File: src/rtl/sdram_arbiter_if.sv
// Request/command bundle between the frame read/write paths, the arbiter and the SDRAM engine.
// The arbiter takes the slave side; the requesters and engine take the master side.
interface sdram_arbiter_if #(
  parameter int unsigned ADDR_W = 22
);
  logic              wr_req;
  logic [ADDR_W-1:0] wr_addr;
  logic              rd_req;
  logic [ADDR_W-1:0] rd_addr;
  logic              cmd_vld;
  logic [1:0]        cmd_type;
  logic [ADDR_W-1:0] cmd_addr;
  logic              cmd_rdy;
  logic              op_done;
  logic              wr_gnt;
  logic              rd_gnt;

  modport slave (
    input  wr_req, wr_addr, rd_req, rd_addr, cmd_rdy, op_done,
    output cmd_vld, cmd_type, cmd_addr, wr_gnt, rd_gnt
  );

  modport master (
    output wr_req, wr_addr, rd_req, rd_addr, cmd_rdy, op_done,
    input  cmd_vld, cmd_type, cmd_addr, wr_gnt, rd_gnt
  );
endinterface

File: src/rtl/sdram_arbiter.sv
// Single-command-engine SDRAM scheduler: refresh first, then round-robin between the
// frame-write and frame-read paths, one operation in flight at a time.
module sdram_arbiter #(
  parameter int unsigned ADDR_W     = 22,
  parameter int unsigned REF_PERIOD = 780
) (
  input  logic             clk,
  input  logic             rst,
  input  logic             init_done,
  sdram_arbiter_if.slave   bus,
  output logic             busy,
  output logic             ref_ovf
);

  localparam int unsigned CntW   = $clog2(REF_PERIOD);
  localparam logic [CntW-1:0] RefMax = CntW'(REF_PERIOD - 1);

  localparam logic [1:0] CmdRef = 2'b00;
  localparam logic [1:0] CmdWr  = 2'b01;
  localparam logic [1:0] CmdRd  = 2'b10;

  typedef enum logic [1:0] {StIdle, StIssue, StWait} state_e;

  state_e            state_q, state_d;
  logic [CntW-1:0]   ref_cnt_q, ref_cnt_d;
  logic              ref_pend_q, ref_pend_d;
  logic              ref_ovf_q, ref_ovf_d;
  logic              last_wr_q, last_wr_d;
  logic              cmd_vld_q, cmd_vld_d;
  logic [1:0]        cmd_type_q, cmd_type_d;
  logic [ADDR_W-1:0] cmd_addr_q, cmd_addr_d;
  logic              wr_gnt_q, wr_gnt_d;
  logic              rd_gnt_q, rd_gnt_d;
  logic              busy_q, busy_d;
  logic              wrap, ref_hs;

  // Refresh timer; a wrap that lands on the clearing handshake still leaves a refresh pending.
  always_comb begin
    wrap       = init_done && (ref_cnt_q == RefMax);
    ref_hs     = cmd_vld_q && bus.cmd_rdy && (cmd_type_q == CmdRef);
    ref_cnt_d  = (!init_done || wrap) ? '0 : ref_cnt_q + CntW'(1);
    ref_pend_d = wrap ? 1'b1 : (ref_hs ? 1'b0 : ref_pend_q);
    ref_ovf_d  = ref_ovf_q | (wrap & ref_pend_q);
  end

  always_comb begin
    state_d    = state_q;
    cmd_type_d = cmd_type_q;
    cmd_addr_d = cmd_addr_q;
    last_wr_d  = last_wr_q;
    wr_gnt_d   = 1'b0;
    rd_gnt_d   = 1'b0;

    unique case (state_q)
      StIdle: begin
        if (init_done) begin
          if (ref_pend_q) begin
            state_d    = StIssue;
            cmd_type_d = CmdRef;
            cmd_addr_d = '0;
          end else if (bus.wr_req && (!bus.rd_req || !last_wr_q)) begin
            state_d    = StIssue;
            cmd_type_d = CmdWr;
            cmd_addr_d = bus.wr_addr;
          end else if (bus.rd_req) begin
            state_d    = StIssue;
            cmd_type_d = CmdRd;
            cmd_addr_d = bus.rd_addr;
          end
        end
      end
      StIssue: begin
        if (bus.cmd_rdy) begin
          state_d = StWait;
          if (cmd_type_q == CmdWr) begin
            wr_gnt_d  = 1'b1;
            last_wr_d = 1'b1;
          end else if (cmd_type_q == CmdRd) begin
            rd_gnt_d  = 1'b1;
            last_wr_d = 1'b0;
          end
        end
      end
      StWait: begin
        if (bus.op_done) state_d = StIdle;
      end
      default: state_d = StIdle;
    endcase

    cmd_vld_d = (state_d == StIssue);
    busy_d    = (state_d != StIdle);
  end

  always_ff @(posedge clk) begin
    if (rst) begin
      state_q    <= StIdle;
      ref_cnt_q  <= '0;
      ref_pend_q <= 1'b0;
      ref_ovf_q  <= 1'b0;
      last_wr_q  <= 1'b0;
      cmd_vld_q  <= 1'b0;
      cmd_type_q <= CmdRef;
      cmd_addr_q <= '0;
      wr_gnt_q   <= 1'b0;
      rd_gnt_q   <= 1'b0;
      busy_q     <= 1'b0;
    end else begin
      state_q    <= state_d;
      ref_cnt_q  <= ref_cnt_d;
      ref_pend_q <= ref_pend_d;
      ref_ovf_q  <= ref_ovf_d;
      last_wr_q  <= last_wr_d;
      cmd_vld_q  <= cmd_vld_d;
      cmd_type_q <= cmd_type_d;
      cmd_addr_q <= cmd_addr_d;
      wr_gnt_q   <= wr_gnt_d;
      rd_gnt_q   <= rd_gnt_d;
      busy_q     <= busy_d;
    end
  end

  assign bus.cmd_vld  = cmd_vld_q;
  assign bus.cmd_type = cmd_type_q;
  assign bus.cmd_addr = cmd_addr_q;
  assign bus.wr_gnt   = wr_gnt_q;
  assign bus.rd_gnt   = rd_gnt_q;
  assign busy         = busy_q;
  assign ref_ovf      = ref_ovf_q;

endmodule

File: src/flat_wrapper.sv
// flat-port wrapper written by rule: the top's interface ports become plain ports
module sdram_arbiter_flat 
#(
  parameter int unsigned ADDR_W     = 22,
  parameter int unsigned REF_PERIOD = 780
)
  (clk, rst, init_done, busy, ref_ovf, bus_wr_req, bus_wr_addr, bus_rd_req, bus_rd_addr, bus_cmd_rdy, bus_op_done, bus_cmd_vld, bus_cmd_type, bus_cmd_addr, bus_wr_gnt, bus_rd_gnt);
  sdram_arbiter_if #(.ADDR_W(ADDR_W)) bus_i ();
  input  logic clk;
  input  logic rst;
  input  logic init_done;
  output logic busy;
  output logic ref_ovf;
  input wire logic [$bits(bus_i.wr_req)-1:0] bus_wr_req;
  input wire logic [$bits(bus_i.wr_addr)-1:0] bus_wr_addr;
  input wire logic [$bits(bus_i.rd_req)-1:0] bus_rd_req;
  input wire logic [$bits(bus_i.rd_addr)-1:0] bus_rd_addr;
  input wire logic [$bits(bus_i.cmd_rdy)-1:0] bus_cmd_rdy;
  input wire logic [$bits(bus_i.op_done)-1:0] bus_op_done;
  output wire logic [$bits(bus_i.cmd_vld)-1:0] bus_cmd_vld;
  output wire logic [$bits(bus_i.cmd_type)-1:0] bus_cmd_type;
  output wire logic [$bits(bus_i.cmd_addr)-1:0] bus_cmd_addr;
  output wire logic [$bits(bus_i.wr_gnt)-1:0] bus_wr_gnt;
  output wire logic [$bits(bus_i.rd_gnt)-1:0] bus_rd_gnt;
  assign bus_i.wr_req = bus_wr_req;
  assign bus_i.wr_addr = bus_wr_addr;
  assign bus_i.rd_req = bus_rd_req;
  assign bus_i.rd_addr = bus_rd_addr;
  assign bus_i.cmd_rdy = bus_cmd_rdy;
  assign bus_i.op_done = bus_op_done;
  assign bus_cmd_vld = bus_i.cmd_vld;
  assign bus_cmd_type = bus_i.cmd_type;
  assign bus_cmd_addr = bus_i.cmd_addr;
  assign bus_wr_gnt = bus_i.wr_gnt;
  assign bus_rd_gnt = bus_i.rd_gnt;
  sdram_arbiter #(.ADDR_W(ADDR_W), .REF_PERIOD(REF_PERIOD)) u_core (.clk(clk), .rst(rst), .init_done(init_done), .bus(bus_i), .busy(busy), .ref_ovf(ref_ovf));
endmodule
File: config.mk
export PLATFORM = sky130hd
export DESIGN_NAME = sdram_arbiter_flat
export DESIGN_NICKNAME = d
export VERILOG_FILES = /design/src/rtl/sdram_arbiter_if.sv /design/src/rtl/sdram_arbiter.sv /design/src/flat_wrapper.sv
export SDC_FILE = /design/constraint.sdc
export NUM_CORES = 1
export LEC_CHECK = 0
export CAP_MARGIN = 5
export CORE_ASPECT_RATIO = 1.2
export CORE_MARGIN = 5
export CORE_UTILIZATION = 45
export DETAILED_ROUTE_END_ITERATION = 10
export PLACE_DENSITY = 0.85
export SYNTH_ARGS = -nofsm -noshare
export SYNTH_HDL_FRONTEND = slang
export SYNTH_SLANG_ARGS = --single-unit
File: constraint.sdc
create_clock -name clk -period 3.1 [get_ports clk]
set_input_delay 0.31 -clock clk [delete_from_list [all_inputs] [get_ports clk]]
set_output_delay 0.31 -clock clk [all_outputs]
set_load 0.01 [all_outputs]
==> results by stage, run 1 <==
Outcome:
- The flow ran to the end, and the final reports show no timing, DRC or antenna violations.

Floorplan:
- For this design the top-level I/O count stands at 80.
- The region available for standard cell placement spans 0.003973 mm^2.
- The chip height is 80.25 um.
- The die footprint is 0.005500 mm^2.
- Measured along the x axis, the die boundary spans 68.54 um.
- The initial utilization of the core area, before any placement, comes to 0.4658.
- After floorplanning, the core was divided into 25 placement rows.

Synth:
- The count of mapped cells out of synthesis is 172.
- Of the total synthesized cell area, the portion taken by full adders, half adders and majority gates is 0.02705.
- The flop and latch count out of synthesis is 43.
- For this run, the register share of the synthesized area comes to 0.4652.
- The netlist area before placement is 0.001851 mm^2.
- The post-synthesis area per instance is 10.76 um^2.
- The count of warnings emitted by yosys is 0.
- The number of nets handed over by synthesis was 227.
- The share of the synthesized netlist area taken by xor and xnor gates is 0.01420.
- The share of the synthesized area in compound gates (AO/OA/AOI/OAI) is 0.1846.
- The post-synthesis cell type count is 42.
- The largest family of logic cells by synthesized area is compound AO/OA/AOI/OAI gates.
- The portion of netlist area occupied by mux cells is 0.1244.
- The fraction of the mapped netlist area in simple logic gates is 0.1379.

STA:
- The tightest hold margin is 0.4643 ns.
- The total count of max-transition violations in the final report is 0.
- Setup repair after global routing left no endpoint under its margin.
- For the final database, setup skew stands at 0.009306 ns.
- For the final routed database, the setup TNS stands at 0 ns.
- The number of failing hold endpoints at the final stage came to 0.
- For the pin with the worst max-slew slack, the measured transition is 0.6008 ns.
- The final cycle utilization of the critical path is 0.5613.
- Static timing analysis puts the maximum clock frequency at 574.7 MHz.
- The time the worst path needs with I/O delays and setup is 1.740 ns.
- The setup-violating endpoint count in the final report is 0.
- The worst slew margin relative to its limit is 0.5985.

Worst setup path:
- The critical path is of the primary input to flip-flop type.
- The slowest stage of the critical path is the sky130_fd_sc_hd__a21oi_4 cell.
- The critical path starts at bus_rd_req.
- The number of buffers and inverters on the critical path is 1.
- Across all register-to-register paths, the minimum setup slack is 1.50 ns.
- The nature of the critical path startpoint is a primary input.
- The critical path runs through a total of 4 cells.
- The data arrival time of the worst path is 1.96 ns.
- The biggest cell delay along the critical path is 0.52 ns.
- For the worst setup path, the data required time is 3.32 ns.
- The worst reg2reg path startpoint is u_core.ref_pend_q$_SDFFE_PP0P_.
- Walking the worst path, the cells encountered are clkdlybuf4s50_1 -> or3_4 -> a21oi_4 -> o2bb2ai_1.
- The largest fanout on the critical path is 22.
- The family with the most delay on the worst path is compound AO/OA/AOI/OAI gates.
- The worst register-to-register path has a depth of 3.
- STA classifies the critical path endpoint as a flip-flop.

GRT:
- In the global route stage, overall resource usage came out at 0.1785.
- The initial antenna violation count was 0.
- Entering global routing, the biggest net connects 23 pins.
- The first global-routing pass estimated 7458 um of wire.
- The via count of the first global-routing pass came to 1666.
- The leftover overflow at the end of global routing is 0.

Power and ir drop:
- The power dissipated by switching net loads is 285.1 uW.
- The share of total power dissipated in combinational logic is 0.172.
- Summed over all cells, the static leakage comes to 0.001022 uW.
- The worst voltage drop across the vdd grid is 0.3300 mV.
- Of the total power, the share spent switching nets is 0.2262.
- The part of the power in registers is 0.474.
- Power spread over the standard cell area amounts to 453.8 mW/mm^2.
- The internal power summed over all cells is 975.5 uW.
- The proportion of power drawn by the clock network is 0.354.

Cells and area:
- After the last flow step, the layout net total stands at 305.
- The area growth from synthesis to layout is 50.10%.
- The total inserted antenna cells is 0.
- The number of filler instances in the final layout is 317.
- The most common cell after layout, fill and taps aside is sky130_fd_sc_hd__clkdlybuf4s50_1.
- Leaving out fill and tap cells, the most frequent cells in the layout are sky130_fd_sc_hd__clkdlybuf4s50_1 (79), sky130_fd_sc_hd__dfxtp_1 (43), sky130_fd_sc_hd__mux2i_1 (23), sky130_fd_sc_hd__o2bb2ai_1 (22), sky130_fd_sc_hd__a21oi_1 (10).
- The register area is 860.8 um^2.
- The fraction of layout cells with a size suffix above 1 is 0.07171.
- The multi-input combinational cell area is 914.6 um^2.

Worst hold path:
- The tightest min-delay check is of the flip-flop to flip-flop type.
- Counting instances, the worst hold path has a depth of 1.
- The startpoint identified for the worst hold timing path is u_core.bus.cmd_addr[6]$_SDFFE_PP0P_.

Route:
- Once detail routing completed, the nets flagged for antenna violations numbered 0.
- Dividing the detail-routed wire length by the instance count gives 15.32 um.
- Dividing the detail-routed via count by the number of cells gives 5.256.
- Across all layers, the routed design uses 1603 vias.
- The number of iterations in the first detailed-routing pass is 4.
- The number of DRC markers in iteration 0 is 64.
- In the routed design, unresolved DRC markers number 0.
- Wires add up to 4672 um.

Clocking:
- The number of sinks handled by clock tree synthesis is 43.
- In this run the deepest clock path goes through 2 buffers.
- The TritonCTS buffer count is 5.
- The total of cells resized after clock tree synthesis is 0.
- After clock tree synthesis, the clock-pin slew on the worst setup and hold paths is 0.08 ns.
- CTS placed an instance of sky130_fd_sc_hd__clkbuf_8 at the clock tree root.
- The clock tree from TritonCTS is yes.
- The buffer count from post-CTS setup fixing is 0.
- The clock latency reported for the late side of the worst-skew pair is 0.30 ns.
- The CTS H-tree depth is 2.
- The number of buffers added to fix hold violations after cts is 0.

Run:
- The max-cap violation count is 0.

Placed design:
- Detailed placement finished with a half-perimeter wire length of 3656 um.
- At the end of routability-driven placement, the weighted congestion stood at 0.7488.
- The number of buffers inserted by port buffering is 79.
-- synth_stat cells --
master | instances | area (um^2)
sky130_fd_sc_hd__dfxtp_1 | 43 | 860.8
sky130_fd_sc_hd__mux2i_1 | 23 | 230.2
sky130_fd_sc_hd__o2bb2ai_1 | 22 | 192.7
sky130_fd_sc_hd__a21oi_1 | 10 | 50.05
sky130_fd_sc_hd__nor2_1 | 8 | 30.03
sky130_fd_sc_hd__inv_1 | 5 | 18.77
sky130_fd_sc_hd__nand2_1 | 5 | 18.77
sky130_fd_sc_hd__ha_1 | 4 | 50.05
sky130_fd_sc_hd__nand3_1 | 4 | 20.02
sky130_fd_sc_hd__buf_2 | 3 | 15.01
sky130_fd_sc_hd__buf_6 | 3 | 33.78
sky130_fd_sc_hd__nand3b_1 | 3 | 22.52
sky130_fd_sc_hd__o21ai_0 | 3 | 15.01
sky130_fd_sc_hd__nand3_2 | 2 | 20.02
sky130_fd_sc_hd__nand4_1 | 2 | 12.51
sky130_fd_sc_hd__o22ai_1 | 2 | 12.51
sky130_fd_sc_hd__o31ai_1 | 2 | 15.01
sky130_fd_sc_hd__or3_1 | 2 | 12.51
sky130_fd_sc_hd__or4_1 | 2 | 15.01
sky130_fd_sc_hd__xor2_1 | 2 | 17.52
sky130_fd_sc_hd__a21boi_0 | 1 | 7.510
sky130_fd_sc_hd__a21o_1 | 1 | 7.510
sky130_fd_sc_hd__a21oi_4 | 1 | 16.27
sky130_fd_sc_hd__a31o_2 | 1 | 8.760
sky130_fd_sc_hd__a41oi_1 | 1 | 8.760
sky130_fd_sc_hd__and2_1 | 1 | 6.260
sky130_fd_sc_hd__and3b_1 | 1 | 8.760
sky130_fd_sc_hd__buf_4 | 1 | 7.510
sky130_fd_sc_hd__clkbuf_1 | 1 | 3.750
sky130_fd_sc_hd__clkbuf_4 | 1 | 7.510
sky130_fd_sc_hd__nand2b_1 | 1 | 6.260
sky130_fd_sc_hd__nand4b_1 | 1 | 8.760
sky130_fd_sc_hd__nor3_1 | 1 | 5.000
sky130_fd_sc_hd__nor3b_1 | 1 | 7.510
sky130_fd_sc_hd__nor3b_4 | 1 | 18.77
sky130_fd_sc_hd__nor4_1 | 1 | 6.260
sky130_fd_sc_hd__nor4b_1 | 1 | 8.760
sky130_fd_sc_hd__o21a_1 | 1 | 7.510
sky130_fd_sc_hd__or3_2 | 1 | 7.510
sky130_fd_sc_hd__or3_4 | 1 | 11.26
sky130_fd_sc_hd__or3b_2 | 1 | 8.760
sky130_fd_sc_hd__xnor2_1 | 1 | 8.760
-- worst reg2reg max path: stages (launching register included) --
cell	delay, ns
sky130_fd_sc_hd__dfxtp_1	0.37
sky130_fd_sc_hd__or3_4	0.44
sky130_fd_sc_hd__a21oi_4	0.52
sky130_fd_sc_hd__o2bb2ai_1	0.19
-- per-stage QoR --
| step | worst slack [ns] | area (um^2) | utilization | power [uW] | instances |
|---|---|---|---|---|---|
| final | 1.360 | 2778 | 0.6992 | 1261 | 305 |
| after floorplan | 1.847 | 1851 | - | 702.7 | 172 |
| after global placement | 1.113 | 2660 | 0.6696 | 825.4 | 297 |
| after global routing | 1.254 | 2778 | 0.6992 | 1324 | 305 |
| after CTS | 1.370 | 2778 | 0.6992 | 1277 | 305 |
| after detailed placement | 1.054 | 2660 | 0.6696 | 830.2 | 297 |
-- layout make-up --
cell class	instances	area share
repair buffers	80	0.2874
inverters	5	0.006757
well taps	54	0.02432
flip-flops and latches	43	0.3099
clock inverters	2	0.01261
multi-input cells	115	0.3293
clock buffers	6	0.02973
-- path summary, 6_finish.rpt --
path                                     endpoint
min           u_core.bus.cmd_addr[6]$_SDFFE_PP0P_
max reg2reg  u_core.bus.cmd_addr[19]$_SDFFE_PP0P_
max          u_core.bus.cmd_addr[19]$_SDFFE_PP0P_
min reg2reg   u_core.bus.cmd_addr[6]$_SDFFE_PP0P_
-- metal layers --
metal	track usage	vias up	share of wire
met1	0.1941	754	0.39
met3	0.06853	5	0.086
met4	0.05964	0	0.013
li1	-	791	-
met5	0	-	0
met2	0.3085	53	0.51
-- sequential cells by signal, indices dropped and copies added, names as in the netlist, 2 cells and up --
name	cells
u_core.bus.cmd_type	2
u_core.bus.cmd_addr	22
u_core.state_q	2
u_core.ref_cnt_q	10
-- power by group through the flow --
stage	sequential [uW]	combinational, uW	clock, uW
CTS	598	221	458
global route	602	234	488
floorplan	620	82.3	0
global placement	610	215	0
detailed placement	610	220	0
finish	598	217	446
-- cells by family after synthesis --
logic type | count (synthesis)
AND/OR/NAND/NOR | 40
buffers and inverters | 14
AO/OA/AOI/OAI | 45
XOR/XNOR | 3
flip-flops | 43
adder cells (fa/ha/maj) | 4
multiplexers | 23
(Power assumes the default switching activity.)
==> run 2, diff against run 1 <==
CORE_UTILIZATION = 38   (was 45)
PLACE_DENSITY = 0.76   (was 0.85)
clock period = 1.4 ns   (was 3.1 ns; I/O delays follow)
==> results by stage, run 2 (synthesis gave the netlist of run 1 again) <==
Cells and area:
- The most common cell after layout, fill and taps aside is sky130_fd_sc_hd__clkdlybuf4s50_1.
- The final standard cell utilization of the core is 0.6224.
- 0 antenna diodes ended up in the layout.
- The fraction of layout cells with a size suffix above 1 is 0.1255.
- The synthesis-to-finish area growth is 56.79%.
- In the layout the commonest cells are sky130_fd_sc_hd__clkdlybuf4s50_1 (78), sky130_fd_sc_hd__dfxtp_1 (40), sky130_fd_sc_hd__mux2i_1 (23), sky130_fd_sc_hd__o2bb2ai_1 (22).
- The count of placed standard cells in the final layout, fillers left out is 321.
- At the end of the flow, the number of nets in the layout was 317.
- Counting the fill cells in the layout gives 415.
- The number of flip-flops under the largest register name is 22.

Floorplan:
- The core region is 0.004662 mm^2.
- The width of the die is 73.71 um.
- The number of placement rows is 27.
- The number of placed I/O pins is 80.
- The chip height is 86.45 um.
- The initial utilization of the core area, before any placement, comes to 0.3969.
- The floorplan step defined a die boundary enclosing 0.006371 mm^2.

STA:
- The time the worst path needs with I/O delays and setup is 1.354 ns.
- The total count of max-transition violations in the final report is 0.
- The tightest hold margin is 0.4440 ns.
- The number of failing hold endpoints at the final stage is 0.
- The highest clock rate is 738.4 MHz.
- Setup violations remaining at the end of the flow were counted as 0.
- Setup repair after global routing could not meet its margin everywhere.
- The final cycle utilization of the critical path is 0.9673.
- The worst clock skew is 0.007609 ns.
- For the pin with the worst max-slew slack, the measured transition is 0.3545 ns.
- The worst slew margin relative to its limit is 0.7615.

GRT:
- The initial antenna violation count is 0.
- The via count of the first global-routing pass is 1587.
- The overall fraction of global-route tracks in use is 0.1491.
- The pin count of the biggest net entering global routing is 23.
- For this run the aggregate overflow at the end of global routing stands at 0.
- The first global-routing pass estimated 7389 um of wire.

Clocking:
- The number of buffers added to fix hold violations after cts is 0.
- Clock tree synthesis inserted a total of 5 buffers.
- In this run the number of H-tree levels came out at 2.
- The clock latency reported for the late side of the worst-skew pair is 0.29 ns.
- The number of sinks handled by clock tree synthesis is 43.
- No sink is reached through more buffers than the 2 on the longest clock path.
- The clock tree from TritonCTS is yes.
- The root buffer selected by CTS is sky130_fd_sc_hd__clkbuf_8.
- The clock-pin slew of the registers on the worst-case setup and hold paths is 0.08 ns.

Worst setup path:
- The type of the setup path with the least slack is primary input to flip-flop.
- The critical path startpoint is bus_rd_req.
- The setup slack of the most critical reg-to-reg path is 0.10 ns.
- The endpoint identified for the worst register-to-register timing path is u_core.bus.cmd_addr[2]$_SDFFE_PP0P_.
- The nature of the critical path endpoint is a flip-flop.
- The data arrival time of the worst path is 1.56 ns.
- For the worst setup path, the data required time is 1.61 ns.
- The depth of the worst register-to-register path is 4.
- STA classifies the critical path startpoint as a primary input.
- The most critical setup path has its endpoint at u_core.bus.cmd_addr[2]$_SDFFE_PP0P_.
- In this run the critical register-to-register path is launched from u_core.ref_pend_q$_SDFFE_PP0P_.
- Of all nets on the critical path, the largest fanout is 22.

Worst hold path:
- The worst hold path belongs to the class flip-flop to flip-flop.

Route:
- The via density per instance is 5.019.
- The post-route antenna net violation count is 0.
- Summed over all layers, the routed wires come to 4683 um.
- The number of DRC markers in iteration 0 is 52.
- After detailed routing, the average wire length per cell comes to 14.59 um.
- For this run, design rule violations remaining after detail routing come to 0.
- Detailed routing inserted a total of 1611 vias.
- Before antenna repair, the detailed router went through 4 iterations.

Placed design:
- The number of buffers inserted by port buffering is 79.
- The number of placed instances, taps included, is 312.
- The placer's final routability congestion estimate is 0.7531.
- The HPWL after detailed placement is 3649 um.

Power and ir drop:
- Power spread over the standard cell area amounts to 928.1 mW/mm^2.
- The leakage power is 0.001099 uW.
- The power after layout is 2693 uW.
- Across the VDD grid, the largest voltage drop is 0.5376 mV.

Run:
- The max-cap violation count is 0.

Outcome:
- The flow ran to the end, and the final reports show no timing, DRC or antenna violations.
[run 2: per-stage QoR]
| stage | instance area [um^2] | worst slack (ns) | TNS (ns) |
|---|---|---|---|
| 4_1_cts | 2885 | 0.003652 | 0 |
| 5_1_grt | 2902 | -0.009053 | -0.01263 |
| 3_5_place_dp | 2785 | -0.2454 | -5.569 |
| 3_3_place_gp | 2785 | -0.1921 | -4.675 |
| 6_report | 2902 | 0.04574 | 0 |
| 2_1_floorplan | 1851 | 0.1472 | 0 |
[run 2: what timing repair did]
action,4_1_cts,5_1_grt
setup buffers,0,1
resized for setup,0,5
setup endpoints to repair,0,6
[run 2: final cells by class]
cell class	count	area, um^2	share of cell area
timing repair buffer	92	928.4	0.3200
multi-input combinational	115	917.1	0.3161
sequential	43	864.6	0.2980
clock buffer	8	100.1	0.03450
tap	58	72.57	0.02501
inverter	5	18.77	0.006468
[run 2: per-layer routing]
layer,routed length (um),track usage,vias up
li1,-,-,825
met4,68,0.06755,0
met2,2247,0.2387,56
met1,1964,0.1812,723
met3,402,0.04524,7
met5,0,0,-
[run 2: worst max-delay path: stages]
cell and delay (ns):
sky130_fd_sc_hd__clkdlybuf4s50_1 0.50, sky130_fd_sc_hd__or3_4 0.44, sky130_fd_sc_hd__a21oi_4 0.18, sky130_fd_sc_hd__buf_12 0.17, sky130_fd_sc_hd__o2bb2ai_1 0.13
[run 2: how the worst min path moves through the flow]
| stage | startpoint | end | slack [ns] | cells after the start |
|---|---|---|---|---|
| finish | u_core.ref_cnt_q[0]$_SDFF_PP0_ | u_core.ref_cnt_q[0]$_SDFF_PP0_ | 0.44 | 1 |
| global route | u_core.ref_cnt_q[0]$_SDFF_PP0_ | u_core.ref_cnt_q[0]$_SDFF_PP0_ | 0.47 | 1 |
| CTS | u_core.bus.cmd_addr[3]$_SDFFE_PP0P_ | u_core.bus.cmd_addr[3]$_SDFFE_PP0P_ | 0.47 | 1 |
| detailed placement | u_core.bus.cmd_addr[13]$_SDFFE_PP0P_ | u_core.bus.cmd_addr[13]$_SDFFE_PP0P_ | 0.45 | 1 |
| global placement | u_core.ref_cnt_q[0]$_SDFF_PP0_ | u_core.ref_cnt_q[0]$_SDFF_PP0_ | 0.44 | 1 |
| floorplan | rst | u_core.bus.rd_gnt$_SDFF_PP0_ | 0.22 | 1 |
[run 2: power breakdown]
part / switching, uW / leakage [uW] / internal (uW)
logic: 195 / 0.000695 / 332
clock network: 392 / 0.0000515 / 450
registers: 38.3 / 0.000352 / 1290
==> run 3, diff against run 2 <==
CELL_PAD_IN_SITES_DETAIL_PLACEMENT = 0   (was unset)
CELL_PAD_IN_SITES_GLOBAL_PLACEMENT = 1   (was unset)
CORE_MARGIN = 2   (was 5)
CORE_UTILIZATION = 28   (was 38)
PLACE_DENSITY = unset   (was 0.76)
PLACE_DENSITY_LB_ADDON = 0.1   (was unset)
==> results by stage, run 3 (synthesis gave the netlist of run 1 again) <==
Outcome:
- The run finished with clean final reports.

Route:
- The number of DRC markers in iteration 0 is 61.
- The post-route antenna net violation count is 0.
- The final routed DRC violation total is 0.
- The final wirelength is 4606 um.
- The detailed-route wire length per cell is 13.09 um.
- The via density per instance is 4.619.
- The total via count in the routed design is 1626.
- The number of iterations in the first detailed-routing pass is 5.

Floorplan:
- The core box area is 0.006406 mm^2.
- The number of placement rows is 32.
- The chip height is 93.06 um.
- The starting density of the core is 0.2889.
- The die footprint is 0.007278 mm^2.
- The width of the die is 78.21 um.
- Pin placement for this block handled 80 I/O pins.

Cells and area:
- Compared with the post-synthesis result, the final layout area differs by 61.93%.
- The final standard cell utilization of the core is 0.4678.
- Fill cells in the final layout number 608.
- The most common cell after layout, fill and taps aside is sky130_fd_sc_hd__clkdlybuf4s50_1.
- The multi-input combinational cell area is 917.1 um^2.
- The fraction of layout cells with a size suffix above 1 is 0.1386.
- The register with the most flip-flops in the layout has 22 of them.
- In the layout the commonest cells are sky130_fd_sc_hd__clkdlybuf4s50_1 (78), sky130_fd_sc_hd__dfxtp_1 (41), sky130_fd_sc_hd__mux2i_1 (23), sky130_fd_sc_hd__o2bb2ai_1 (22), sky130_fd_sc_hd__buf_4 (14).
- The count of cells in the finished layout, fillers not included, comes to 352.
- The register area is 863.3 um^2.
- The number of antenna diodes in the final layout is 0.
- For this run, the post-layout net count is 321.

STA:
- Setup violations remaining at the end of the flow were counted as 0.
- The time the worst path needs with I/O delays and setup is 1.331 ns.
- Setup repair after global routing left no endpoint under its margin.
- The total count of max-transition violations in the final report is 0.
- The final setup TNS is 0 ns.
- The number of failing hold endpoints at the final stage was 0.
- The final cycle utilization of the critical path is 0.9505.
- The worst clock skew is 0.004830 ns.
- For this run, the top clock speed supported by timing is 751.5 MHz.
- Setup slack closes at 0.06931 ns.
- At the pin with the least slew margin, the transition time is 0.3352 ns.
- In this run the tightest slew margin relative to its limit is 0.7745.
- Final hold analysis gives a worst-case slack of 0.4634 ns.

Worst setup path:
- At the worst endpoint, the arrival time is 1.19 ns.
- STA puts the critical path data required time at 1.26 ns.
- STA classifies the critical path startpoint as a flip-flop.
- The setup slack of the most critical reg-to-reg path is 0.10 ns.
- The biggest cell delay along the critical path is 0.54 ns.
- The depth of the worst register-to-register path is 4.
- In this run the number of cells on the critical path is 1.
- In this run the worst path has a maximum fanout of 2.
- The worst reg2reg path startpoint is u_core.ref_pend_q$_SDFFE_PP0P_.
- The nature of the critical path endpoint is a primary output.
- The end of the worst register-to-register path is u_core.bus.cmd_addr[18]$_SDFFE_PP0P_.
- The number of buffers and inverters on the critical path is 1.
- The critical path goes through clkdlybuf4s50_1.
- Broken down by cell family, the worst path's largest delay share belongs to buffers and inverters.
- The critical path is of the flip-flop to primary output type.
- On the critical path, the stage with the largest delay is an instance of sky130_fd_sc_hd__clkdlybuf4s50_1.

GRT:
- The via count of the first global-routing pass came to 1556.
- The initial antenna violation count was 0.
- The global-route wire length before repair is 7590 um.
- Entering global routing, the biggest net connects 23 pins.
- The leftover overflow at the end of global routing is 0.
- The overall fraction of global-route tracks in use is 0.1307.

Clocking:
- CTS saw 43 sinks.
- The number of hold buffers added after CTS was 0.
- Buffers inserted during clock tree synthesis total 5.
- The clock tree from TritonCTS is yes.
- The clock latency reported for the late side of the worst-skew pair is 0.29 ns.
- The clock-pin slew of the registers on the worst-case setup and hold paths is 0.08 ns.
- The number of gates resized after CTS was 1.
- The maximum count of clock buffers along a single path is 2.
- In this run the clock root is driven by a sky130_fd_sc_hd__clkbuf_8.
- The CTS H-tree depth is 2.
- The number of setup buffers added after CTS is 0.

Power and ir drop:
- Dividing total power by cell area gives a power density of 999.5 mW/mm^2.
- Across the VDD grid, the largest voltage drop is 0.6627 mV.
- The leakage power is 0.001119 uW.

Placed design:
- The cell count after placement is 344.
- The post-placement setup slack is -0.1909 ns.
- The placer's final routability congestion estimate is 0.6999.
- The half-perimeter wire length after placement is 3284 um.
- The count of buffers added on input and output ports is 79.

Worst hold path:
- The number of instances on the worst hold path is 1.
- The startpoint of the most critical hold path is u_core.bus.cmd_addr[5]$_SDFFE_PP0P_.
- The worst hold-check path type is flip-flop to flip-flop.
- The hold-critical path endpoint is u_core.bus.cmd_addr[5]$_SDFFE_PP0P_.

Run:
- The max-cap violation count is 0.
[run 3: changes by cell type in the layout (fill, tap and decap cells not counted), sizes merged]
cell	delta
buf	+4
bufinv	+2
clkbuf	-3
clkinvlp	+1
dlygate4sd2	+1
dlymetal6s2s	-1
[run 3: metrics by stage]
step           instance area (um^2)  total power [uW]
2_1_floorplan                  1851              1556
6_report                       2997              2995
4_1_cts                        2992              3048
5_1_grt                        2997              3157
3_3_place_gp                   2856              1888
3_5_place_dp                   2856              1882
[run 3: worst register-to-register path: stages (launching register included)]
cell,delay [ns]
sky130_fd_sc_hd__dfxtp_1,0.33
sky130_fd_sc_hd__or3_4,0.42
sky130_fd_sc_hd__a21oi_4,0.18
sky130_fd_sc_hd__buf_12,0.18
sky130_fd_sc_hd__o2bb2ai_1,0.12
[run 3: layout make-up]
type / count / share of cell area
Timing Repair Buffer: 96 / 0.3186
Multi-Input combinational cell: 115 / 0.3061
Sequential cell: 43 / 0.2881
Tap cell: 85 / 0.03549
Clock buffer: 5 / 0.02296
Clock inverter: 3 / 0.02255
Inverter: 5 / 0.006263
[run 3: per-layer routing]
layer	GRT usage	up-vias	part of all wire	wire length, um
met5	0	-	0	0
met4	0.03947	0	0.0063	29
met3	0.03958	2	0.065	301
met2	0.2062	60	0.44	2049
met1	0.1721	738	0.48	2225
li1	-	826	-	-
[run 3: how the worst max path moves through the flow]
stage | endpoint | from | slack [ns]
global placement | u_core.bus.cmd_addr[15]$_SDFFE_PP0P_ | bus_rd_req | -0.15
global route | bus_cmd_addr[9] | u_core.bus.cmd_addr[9]$_SDFFE_PP0P_ | 0.004
detailed placement | u_core.bus.cmd_addr[0]$_SDFFE_PP0P_ | bus_rd_req | -0.19
finish | bus_cmd_addr[3] | u_core.bus.cmd_addr[3]$_SDFFE_PP0P_ | 0.07
floorplan | u_core.bus.cmd_addr[19]$_SDFFE_PP0P_ | u_core.ref_pend_q$_SDFFE_PP0P_ | 0.15
CTS | bus_cmd_type[0] | u_core.bus.cmd_type[0]$_SDFFE_PP0P_ | 0.03
[run 3: where the power goes]
part	switching (uW)	internal (uW)	leakage, uW
Combinational	190	337	0.000703
Clock	435	711	0.0000644
Sequential	35.8	1290	0.000352
Total	661	2330	0.00112
